==> src/rtl/alarm_pkg.sv <==
// Shared types and constants for the alarm channel arbiter.
// Sources are indexed by priority: a lower index wins.
package alarm_pkg;

    localparam int REQ_W  = 4;
    localparam int CODE_W = 2;

    localparam int SRC_FIRE      = 0;
    localparam int SRC_PANIC     = 1;
    localparam int SRC_INTRUSION = 2;
    localparam int SRC_LOCKOUT   = 3;

    typedef enum logic [1:0] {
        ST_IDLE     = 2'b00,
        ST_ALARM    = 2'b01,
        ST_COOLDOWN = 2'b10
    } state_e;

endpackage

==> src/rtl/alarm_prio_enc.sv <==
// Fixed-priority encoder over the pending sources, plus a check for a
// pending source that strictly outranks the current grant.
module alarm_prio_enc
    import alarm_pkg::*;
(
    input  logic [REQ_W-1:0]  req,
    input  logic [REQ_W-1:0]  cur,
    output logic [REQ_W-1:0]  onehot,
    output logic [CODE_W-1:0] idx,
    output logic              any,
    output logic              higher
);

    localparam logic [REQ_W-1:0] ONE = {{(REQ_W-1){1'b0}}, 1'b1};

    logic [REQ_W-1:0] above_mask;

    always_comb begin
        onehot = '0;
        idx    = '0;
        for (int i = REQ_W - 1; i >= 0; i--) begin
            if (req[i]) begin
                onehot    = '0;
                onehot[i] = 1'b1;
                idx       = CODE_W'(i);
            end
        end
    end

    // cur is one-hot or zero; cur-1 marks every index that outranks it,
    // and with no grant it marks all sources.
    assign above_mask = cur - ONE;
    assign any        = |req;
    assign higher     = |(req & above_mask);

endmodule

==> src/rtl/alarm_arbiter.sv <==
// Arbitrates the single siren/display channel between the four alarm sources,
// with a minimum on-time, user acknowledge, preemption and a cooldown gap.
//
// state       | meaning
// ------------+---------------------------------------------------------
// ST_IDLE     | channel free; grants the top pending source next edge
// ST_ALARM    | source owns the channel; cnt counts down the hold time
// ST_COOLDOWN | channel forced idle after an ack; cnt counts the gap
// 2'b11       | illegal; falls back to ST_IDLE
module alarm_arbiter
    import alarm_pkg::*;
#(
    parameter int HOLD_CYCLES     = 16,
    parameter int COOLDOWN_CYCLES = 4,
    parameter int CW              = 8
) (
    input  logic              clk,
    input  logic              reset,
    input  logic [REQ_W-1:0]  req,
    input  logic              ack,
    output logic [REQ_W-1:0]  grant,
    output logic              siren,
    output logic [CODE_W-1:0] code,
    output logic              busy,
    output logic [REQ_W-1:0]  pending
);

    localparam logic [CW-1:0] HOLD_LOAD = CW'(HOLD_CYCLES - 1);
    localparam logic [CW-1:0] COOL_LOAD = CW'(COOLDOWN_CYCLES - 1);
    localparam logic [CW-1:0] CNT_ONE   = CW'(1);

    logic [1:0]        state_q, state_d;
    logic [CW-1:0]     cnt_q, cnt_d;
    logic [REQ_W-1:0]  grant_q, grant_d;
    logic [CODE_W-1:0] code_q, code_d;
    logic [REQ_W-1:0]  pending_q;
    logic [REQ_W-1:0]  clr_mask;
    logic              release_hit;

    logic [REQ_W-1:0]  enc_onehot;
    logic [CODE_W-1:0] enc_idx;
    logic              enc_any;
    logic              enc_higher;

    alarm_prio_enc u_prio_enc (
        .req    (pending_q),
        .cur    (grant_q),
        .onehot (enc_onehot),
        .idx    (enc_idx),
        .any    (enc_any),
        .higher (enc_higher)
    );

    always_ff @(posedge clk or posedge reset) begin
        if (reset) begin
            state_q <= ST_IDLE;
            cnt_q   <= '0;
            grant_q <= '0;
            code_q  <= '0;
        end else begin
            state_q <= state_d;
            cnt_q   <= cnt_d;
            grant_q <= grant_d;
            code_q  <= code_d;
        end
    end

    always_comb begin
        state_d     = state_q;
        cnt_d       = cnt_q;
        grant_d     = grant_q;
        code_d      = code_q;
        release_hit = 1'b0;
        case (state_q)
            ST_IDLE: begin
                if (enc_any) begin
                    state_d = ST_ALARM;
                    grant_d = enc_onehot;
                    code_d  = enc_idx;
                    cnt_d   = HOLD_LOAD;
                end
            end
            ST_ALARM: begin
                // Preemption outranks both the hold countdown and the ack.
                if (enc_higher) begin
                    grant_d = enc_onehot;
                    code_d  = enc_idx;
                    cnt_d   = HOLD_LOAD;
                end else if (cnt_q != '0) begin
                    cnt_d = cnt_q - CNT_ONE;
                end else if (ack) begin
                    release_hit = 1'b1;
                    grant_d     = '0;
                    code_d      = '0;
                    cnt_d       = COOL_LOAD;
                    state_d     = ST_COOLDOWN;
                end
            end
            ST_COOLDOWN: begin
                grant_d = '0;
                code_d  = '0;
                if (cnt_q != '0) begin
                    cnt_d = cnt_q - CNT_ONE;
                end else begin
                    state_d = ST_IDLE;
                end
            end
            default: begin
                state_d = ST_IDLE;
                cnt_d   = '0;
                grant_d = '0;
                code_d  = '0;
            end
        endcase
    end

    // A request landing on the same edge as its own ack re-arms the source.
    assign clr_mask = release_hit ? grant_q : '0;

    always_ff @(posedge clk or posedge reset) begin
        if (reset) begin
            pending_q <= '0;
        end else begin
            pending_q <= (pending_q & ~clr_mask) | req;
        end
    end

    always_comb begin
        grant   = grant_q;
        code    = code_q;
        pending = pending_q;
        siren   = (state_q == ST_ALARM);
        busy    = (state_q == ST_ALARM) || (state_q == ST_COOLDOWN);
    end

    a_grant_onehot: assert property (@(posedge clk) disable iff (reset)
        $onehot0(grant_q));

    a_grant_only_in_alarm: assert property (@(posedge clk) disable iff (reset)
        (grant_q != '0) == (state_q == ST_ALARM));

    a_cooldown_exit: assert property (@(posedge clk) disable iff (reset)
        (state_q == ST_COOLDOWN && cnt_q == '0) |=> (state_q == ST_IDLE));

endmodule

==> config.mk <==
export PLATFORM = sky130hd
export DESIGN_NAME = alarm_arbiter
export DESIGN_NICKNAME = d
export VERILOG_FILES = /design/src/rtl/alarm_pkg.sv /design/src/rtl/alarm_prio_enc.sv /design/src/rtl/alarm_arbiter.sv
export SDC_FILE = /design/constraint.sdc
export NUM_CORES = 1
export LEC_CHECK = 0
export CORE_MARGIN = 1
export CORE_UTILIZATION = 58
export DETAILED_ROUTE_END_ITERATION = 6
export HOLD_SLACK_MARGIN = 0.05
export PLACE_DENSITY = 0.81
export SLEW_MARGIN = 20
export SYNTH_ARGS = -nofsm -noshare
export SYNTH_HDL_FRONTEND = slang
export SYNTH_HIERARCHICAL = 1
export SYNTH_SLANG_ARGS = --single-unit
==> constraint.sdc <==
create_clock -name clk -period 5.9 [get_ports clk]
set_input_delay 1.18 -clock clk [delete_from_list [all_inputs] [get_ports clk]]
set_output_delay 1.18 -clock clk [all_outputs]
set_load 0.02 [all_outputs]
==> metrics.txt, run 1 <==
Synth area leader dfrtp_1; VDD IR max 255 uV; initial antenna violation count 0; Layout area overhead 18.8%; Final Hold Fails 0; final count of pins violating max slew 0; worst-path cell chain inv_1 > ha_1 > clkdlybuf4s50_1; WP data arrival 1.87 ns; synthesized flop and latch total 20; clock tree buffer depth 2; Setup Viol. Count Final 0; relative slew slack 48.0%; WHS Endpoint code[1]$_DFFE_PP0P_; H-tree depth 1; Synth top area share 37.1%; setup_tns 0 ns; WHS Path Cells 2; die footprint 2520 um^2; Diodes inserted 0; number of max-cap violations 0; GRT overflow 0; drt initial violations 41; largest net degree at the start of global routing 21; syn avg cell area 9.36 um^2; share of cells above drive strength 1 6.13%; post-synthesis mux area share 4.46%; gp weighted congestion 0.887; Setup Crit Path Kind flop to output port; FF-to-FF Start grant[0]$_DFFE_PP0P_; critical path startpoint category flop; Compound-Gate Fraction of Synth Area 21.3%; Reg clk slew, reported paths 0.13 ns; CP Capture Type output port; reg2reg end cnt_q[7]$_DFFE_PP0P_; min cycle time layout 3.05 ns; Unique masters post-synth 40; Final Cycle Share 51.7%; max incr delay on CP 0.68 ns; R2R setup slack 3.33 ns; Root Driver clkbuf_4; port bufs 18; Mapped Area 1350 um^2; clk_skew 0.0118 ns; Post-route DRC 0; worst reg-to-reg path cell count 8; clock sinks 20; hold path startpoint code[1]$_DFFE_PP0P_; Synthesized Nets 158; clock buffer count from CTS 3; worst hold margin 0.543 ns; Vias 1165; Initial Util 61.5%; Max Fclk 0.328 GHz; ys flop type dfrtp_1; WL per Instance 16.2 um; setup bufs post-CTS 0; Clock Latency Late Sink 0.32 ns; HPWL Detailed 2340 um; CORE AREA 2190 um^2; RSZ-0062 raised after global routing false; CP max stage cell clkdlybuf4s50_1; number of synthesized flops with an enable pin 0; Leak 0.727 nW; status finished, final reports clean; vias in the first global route 1220; worst hold path class flop to flop; die width 50.2 um; Syn Inst Count 144; synthesis warning total 6; sequential area share after synthesis 37.1%; xor and xnor area share after synthesis 1.30%; vias per std cell 6.10; WL final 3100 um; CP max FO 12; area share of fa/ha/maj cells after synthesis 6.50%; Post-synth ARST share 100%; simple-gate share of the synthesized area 23.5%; post-CTS resize count 0; Die Ht 50.2 um; Final Net Count 178; Post-CTS Hold Buffers 0; I/O pin cnt 19; global-route wire length before repair 5620 um; Worst Tran Pin Value 0.779 ns; antenna-violating nets left 0; Synth area leaders dfrtp_1 (37%), ha_1 (6.5%), inv_1 (4.7%); Worst EP required 4.72 ns; largest family of logic cells by synthesized area simple AND/OR/NAND/NOR gates; DRT Pass-1 Iters 4; Core Rows 17; TritonCTS clock tree built; Total GRT Usage 29.9%; PwrDens 329 nW/um^2
-- worst max-delay path by stage --
stage	start	end	slack, ns	cells after the start
floorplan	grant[0]$_DFFE_PP0P_	cnt_q[7]$_DFFE_PP0P_	3.51	8
global placement	ack	cnt_q[4]$_DFFE_PP0P_	3.23	5
detailed placement	ack	cnt_q[5]$_DFFE_PP0P_	3.16	5
CTS	state_q[1]$_DFFE_PP0P_	siren	2.85	3
global route	state_q[1]$_DFFE_PP0P_	siren	2.74	3
finish	state_q[1]$_DFFE_PP0P_	siren	2.85	3
-- stage by stage --
| step | area (um^2) | setup slack, ns | utilization, % | total power [W] | instances |
|---|---|---|---|---|---|
| global route | 1600 | 2.74 | 73.0 | 0.000564 | 191 |
| detailed placement | 1550 | 3.16 | 70.6 | 0.000412 | 187 |
| global placement | 1550 | 3.23 | 70.6 | 0.000402 | 187 |
| finish | 1600 | 2.85 | 73.0 | 0.000526 | 191 |
| CTS | 1600 | 2.85 | 73.0 | 0.000528 | 191 |
| floorplan | 1350 | 3.51 | - | 0.000351 | 144 |
-- critical path: cells and delay by family, from the launching register on --
kind | cells | cell delay, ns
fa+ha+maj | 1 | 0.37
buf+inv | 2 | 0.78
flops | 1 | 0.42
-- power by group --
group / internal [W] / leakage, nW / switching, W
clock network: 0.0000688 / 0.0279 / 0.0000467
logic: 0.000103 / 0.461 / 0.000128
registers: 0.000154 / 0.237 / 0.0000255
-- area by class of cell --
type	count	area (um^2)
clock buffers	3	22.5
clock inverters	1	30.0
fillers	176	591
inverters	17	63.8
multi-input cells	104	768
flip-flops and latches	20	500
well taps	28	35.0
repair buffers	18	180
-- registers in the layout, indices dropped and copies added, names as in the netlist --
signal / cells
state_q: 2
cnt_q: 8
grant: 4
pending: 4
code: 2
-- cell families (layout without fill, tap and decap cells) --
family,Yosys count,after routing
buffers and inverters,20,39
AO/OA/AOI/OAI,36,36
multiplexers,6,6
XOR/XNOR,2,2
flip-flops,20,20
AND/OR/NAND/NOR,53,53
adder cells (fa/ha/maj),7,7
-- layer usage --
metal  part of all wire (%)  vias up  GRT usage (%)
met3                    4.1        7           5.76
met5                      0        -              0
li1                       -      562              -
met2                     53       32           52.0
met1                     41      564           34.9
met4                    1.5        0           13.8
-- Yosys cell counts, types with 2 or more instances --
master     number
nand2b_1        4
ha_1            7
a211o_1         3
nand2_1        15
o311ai_0        3
o211ai_1        2
nor4_1          4
nor3_1          5
a21oi_1         4
a21o_1          7
xor2_1          2
o21ai_0         2
nor3_2          2
nor2_1          6
a211oi_1        2
mux2i_1         6
inv_1          17
and3_1          3
nor2b_1         2
nor3b_1         2
dfrtp_1        20
o2bb2ai_1       5
nand3_1         2
o22ai_1         2
a221o_1         2
-- cells in the final DEF, fill, tap and decap left out, types with 2 or more instances in the layout --
master	n
nor4_1	4
a21o_1	7
o211ai_1	2
and3_1	3
mux2i_1	6
o21ai_0	2
ha_1	7
o2bb2ai_1	5
nor2_1	6
clkbuf_4	3
o22ai_1	2
nor3b_1	2
nand2b_1	4
nand2_1	15
a211o_1	3
nor3_1	5
a221o_1	2
dfrtp_1	20
nand3_1	2
nor3_2	2
o311ai_0	3
a21oi_1	4
clkdlybuf4s50_1	18
inv_1	17
a211oi_1	2
xor2_1	2
nor2b_1	2
(Power assumes the default switching activity.)
==> run 2, diff against run 1 <==
--- a/config.mk
+++ b/config.mk
@@ -6,10 +6,10 @@
 export NUM_CORES = 1
 export LEC_CHECK = 0
 export CORE_MARGIN = 1
-export CORE_UTILIZATION = 58
+export CORE_UTILIZATION = 48
 export DETAILED_ROUTE_END_ITERATION = 6
 export HOLD_SLACK_MARGIN = 0.05
-export PLACE_DENSITY = 0.81
+export PLACE_DENSITY = 0.71
 export SLEW_MARGIN = 20
 export SYNTH_ARGS = -nofsm -noshare
 export SYNTH_HDL_FRONTEND = slang
==> constraint.sdc (replaced) <==
create_clock -name clk -period 2.5 [get_ports clk]
set_input_delay 0.5 -clock clk [delete_from_list [all_inputs] [get_ports clk]]
set_output_delay 0.5 -clock clk [all_outputs]
set_load 0.02 [all_outputs]
==> run 2 against run 1 <==
  * Total power rose by 140%
  * Clock skew fell by 0.0047 ns
  * Routed wire length fell by 3.6%
  * Critical endpoint unchanged
  * Register-to-register slack got worse by 3.2 ns
  * Non-clock buffer count rose by 2
  * Sequential share of layout area fell by 0.29 points
  * Design area rose by 1.2%
  * Critical path depth did not move
  * Critical path type unchanged
==> metrics.txt, run 2 (synthesized netlist as in run 1, its figures left out) <==
Post-route DRC 0 (unchanged); Die Ht 55.0 um (+9.5%); I/O pin cnt 19 (unchanged); Core Rows 18 (+1); die width 55.0 um (+9.5%); PwrDens 770 nW/um^2 (+130%); Final Cycle Share 96.9%; WL per Instance 15.3 um (-5.6%); met1 usage 26.6% (-8.3 points); Total GRT Usage 22.9% (-7.0 points); most frequent cells in the layout dfrtp_1 (19), clkdlybuf4s50_1 (18), inv_1 (17), nand2_1 (15); dpl cell area 1570 um^2 (+1.1%); clock buffer count from CTS 3 (unchanged); worst hold margin 0.530 ns (-0.0124 ns); Comb pwr share 44.1% (+0.2 points); GR Util met2 41.4% (-11 points); Sequential Power Share 33.9% (-0.2 points); vias in the first global route 1088 (-11%); Switch Pwr 0.000470 W (+130%); worst reg-to-reg path cell count 8 (unchanged); CP max FO 12 (unchanged); Clock Latency Late Sink 0.32 ns (about the same); RSZ-0062 raised after global routing false; CP Capture Type output port; final count of pins violating max slew 0 (unchanged); most common cell after layout, fill and taps aside dfrtp_1; WP data arrival 1.92 ns (+0.05 ns); share of cells above drive strength 1 7.88% (+1.7 points); Max Fclk 0.413 GHz; clk_skew 0.00702 ns (-0.00475 ns); HPWL Detailed 2160 um (-7.7%); critical path startpoint category flop; Worst EP required 2.00 ns (-2.72 ns); Diodes inserted 0 (unchanged); number of max-cap violations 0 (unchanged); Fillers 220 (+25%); Root Driver clkbuf_4; status finished, final reports clean; relative slew slack 49.8% (+1.8 points); Setup Viol. Count Final 0 (unchanged); FF-to-FF Start grant[1]$_DFFE_PP0P_; vias per std cell 5.91 (-3.1%); Net Sw Frac 37.7% (-0.36 points); antenna-violating nets left 0 (unchanged); met3 GRT Util 6.28% (+0.53 points); VDD IR max 604 uV (+140%); Reg clk slew, reported paths 0.13 ns (about the same); global-route wire length before repair 4850 um (-14%); clock tree buffer depth 2 (unchanged); Largest register FFs 8 (unchanged); Final Hold Fails 0 (unchanged); CORE AREA 2570 um^2 (+17%); GRT overflow 0 (unchanged); Critical Path Start state_q[1]$_DFFE_PP0P_; Worst Tran Pin Value 0.752 ns (-0.0276 ns); grt peak-use layer met2; drt initial violations 30 (-27%); min cycle time layout 2.42 ns; TritonCTS clock tree built; Clk network pwr share 22.0% (about the same); WL final 2990 um (-3.6%); Final Net Count 180 (+1.1%); setup_tns 0 ns (unchanged); Largest Register cnt_q; crit path to siren; worst hold path class flop to flop; Leak 0.735 nW (+1.2%); gp weighted congestion 0.794 (-10%); DRT Pass-1 Iters 4 (unchanged); Initial Util 52.5% (-9.0 points); H-tree depth 1 (unchanged); Vias 1152 (-1.1%); port bufs 18 (unchanged); Setup Crit Path Kind flop to output port; initial antenna violation count 0 (unchanged); post-route cell area 1620 um^2 (+1.2%); reg2reg end cnt_q[6]$_DFFE_PP0P_; clock sinks 20 (unchanged); die footprint 3020 um^2 (+20%); Layout area overhead 20.1%; largest net degree at the start of global routing 21 (unchanged); P_int 0.000777 W (+140%); R2R setup slack 0.16 ns (-3.17 ns)
==> run 2: cell types whose count changed in the layout (fill, tap and decap cells not counted), sizes merged <==
| cell | previous run | this run |
|---|---|---|
| buf | 0 | 2 |
==> run 2: layout make-up <==
type / count / area (um^2) / area share [%]
multi-input combinational: 104 / 768 / 47.4
inverter: 17 / 63.8 / 3.94
timing repair buffer: 20 / 195 / 12.1
clock buffer: 3 / 22.5 / 1.39
clock inverter: 1 / 30.0 / 1.85
sequential: 20 / 502 / 31.0
tap: 30 / 37.5 / 2.32
==> run 2: power groups by stage <==
stage	registers [W]	clock network [W]	logic, W
after floorplan	0.000422	0	0.000405
after global placement	0.000423	0	0.000533
after detailed placement	0.000425	0	0.000541
after CTS	0.000421	0.000276	0.000549
after global routing	0.000430	0.000288	0.000604
final	0.000423	0.000274	0.000550
==> run 2: per-layer routing <==
metal / wire length [um] / up-vias
met1: 1310 / 559
met2: 1550 / 19
li1: - / 569
met4: 29 / 0
met3: 103 / 5
met5: 0 / -
==> run 2: through the flow <==
| stage | std cells | total power [W] | setup slack, ns | util, % |
|---|---|---|---|---|
| final | 195 | 0.00125 | 0.0784 | 63.1 |
| after global routing | 195 | 0.00132 | 0.0141 | 63.1 |
| after CTS | 195 | 0.00125 | 0.0891 | 63.0 |
| after detailed placement | 191 | 0.000966 | 0.179 | 61.0 |
| after global placement | 191 | 0.000957 | 0.233 | 61.0 |
| after floorplan | 144 | 0.000827 | 0.115 | - |
==> run 2: worst min path at each step <==
stage,startpoint,to,depth (start not counted)
6_report,code[1]$_DFFE_PP0P_,code[1]$_DFFE_PP0P_,2
5_1_grt,code[1]$_DFFE_PP0P_,code[1]$_DFFE_PP0P_,2
4_1_cts,code[1]$_DFFE_PP0P_,code[1]$_DFFE_PP0P_,2
3_5_place_dp,code[1]$_DFFE_PP0P_,code[1]$_DFFE_PP0P_,2
3_3_place_gp,code[0]$_DFFE_PP0P_,code[0]$_DFFE_PP0P_,2
2_1_floorplan,reset,cnt_q[0]$_DFFE_PP0P_,1
==> run 2: worst max-delay path: stages (launching register included) <==
cell             delay, ns
dfrtp_1               0.42
inv_1                 0.11
ha_1                  0.39
clkdlybuf4s50_1       0.68
==> run 2: repair_timing <==
item / CTS / global route
buffers inserted: 0 / 0
hold buffers: 0 / 0
hold endpoints to repair: 0 / 0
resized for setup: 0 / 1
endpoints found under the setup margin: 0 / 2
==> run 3, diff against run 2 <==
--- a/config.mk
+++ b/config.mk
@@ -10,6 +10,7 @@
 export DETAILED_ROUTE_END_ITERATION = 6
 export HOLD_SLACK_MARGIN = 0.05
 export PLACE_DENSITY = 0.71
+export SKIP_CTS_REPAIR_TIMING = 1
 export SLEW_MARGIN = 20
 export SYNTH_ARGS = -nofsm -noshare
 export SYNTH_HDL_FRONTEND = slang
==> results of run 3 <==
Same layout as run 2: the final DEF is identical, and so are final timing and power.
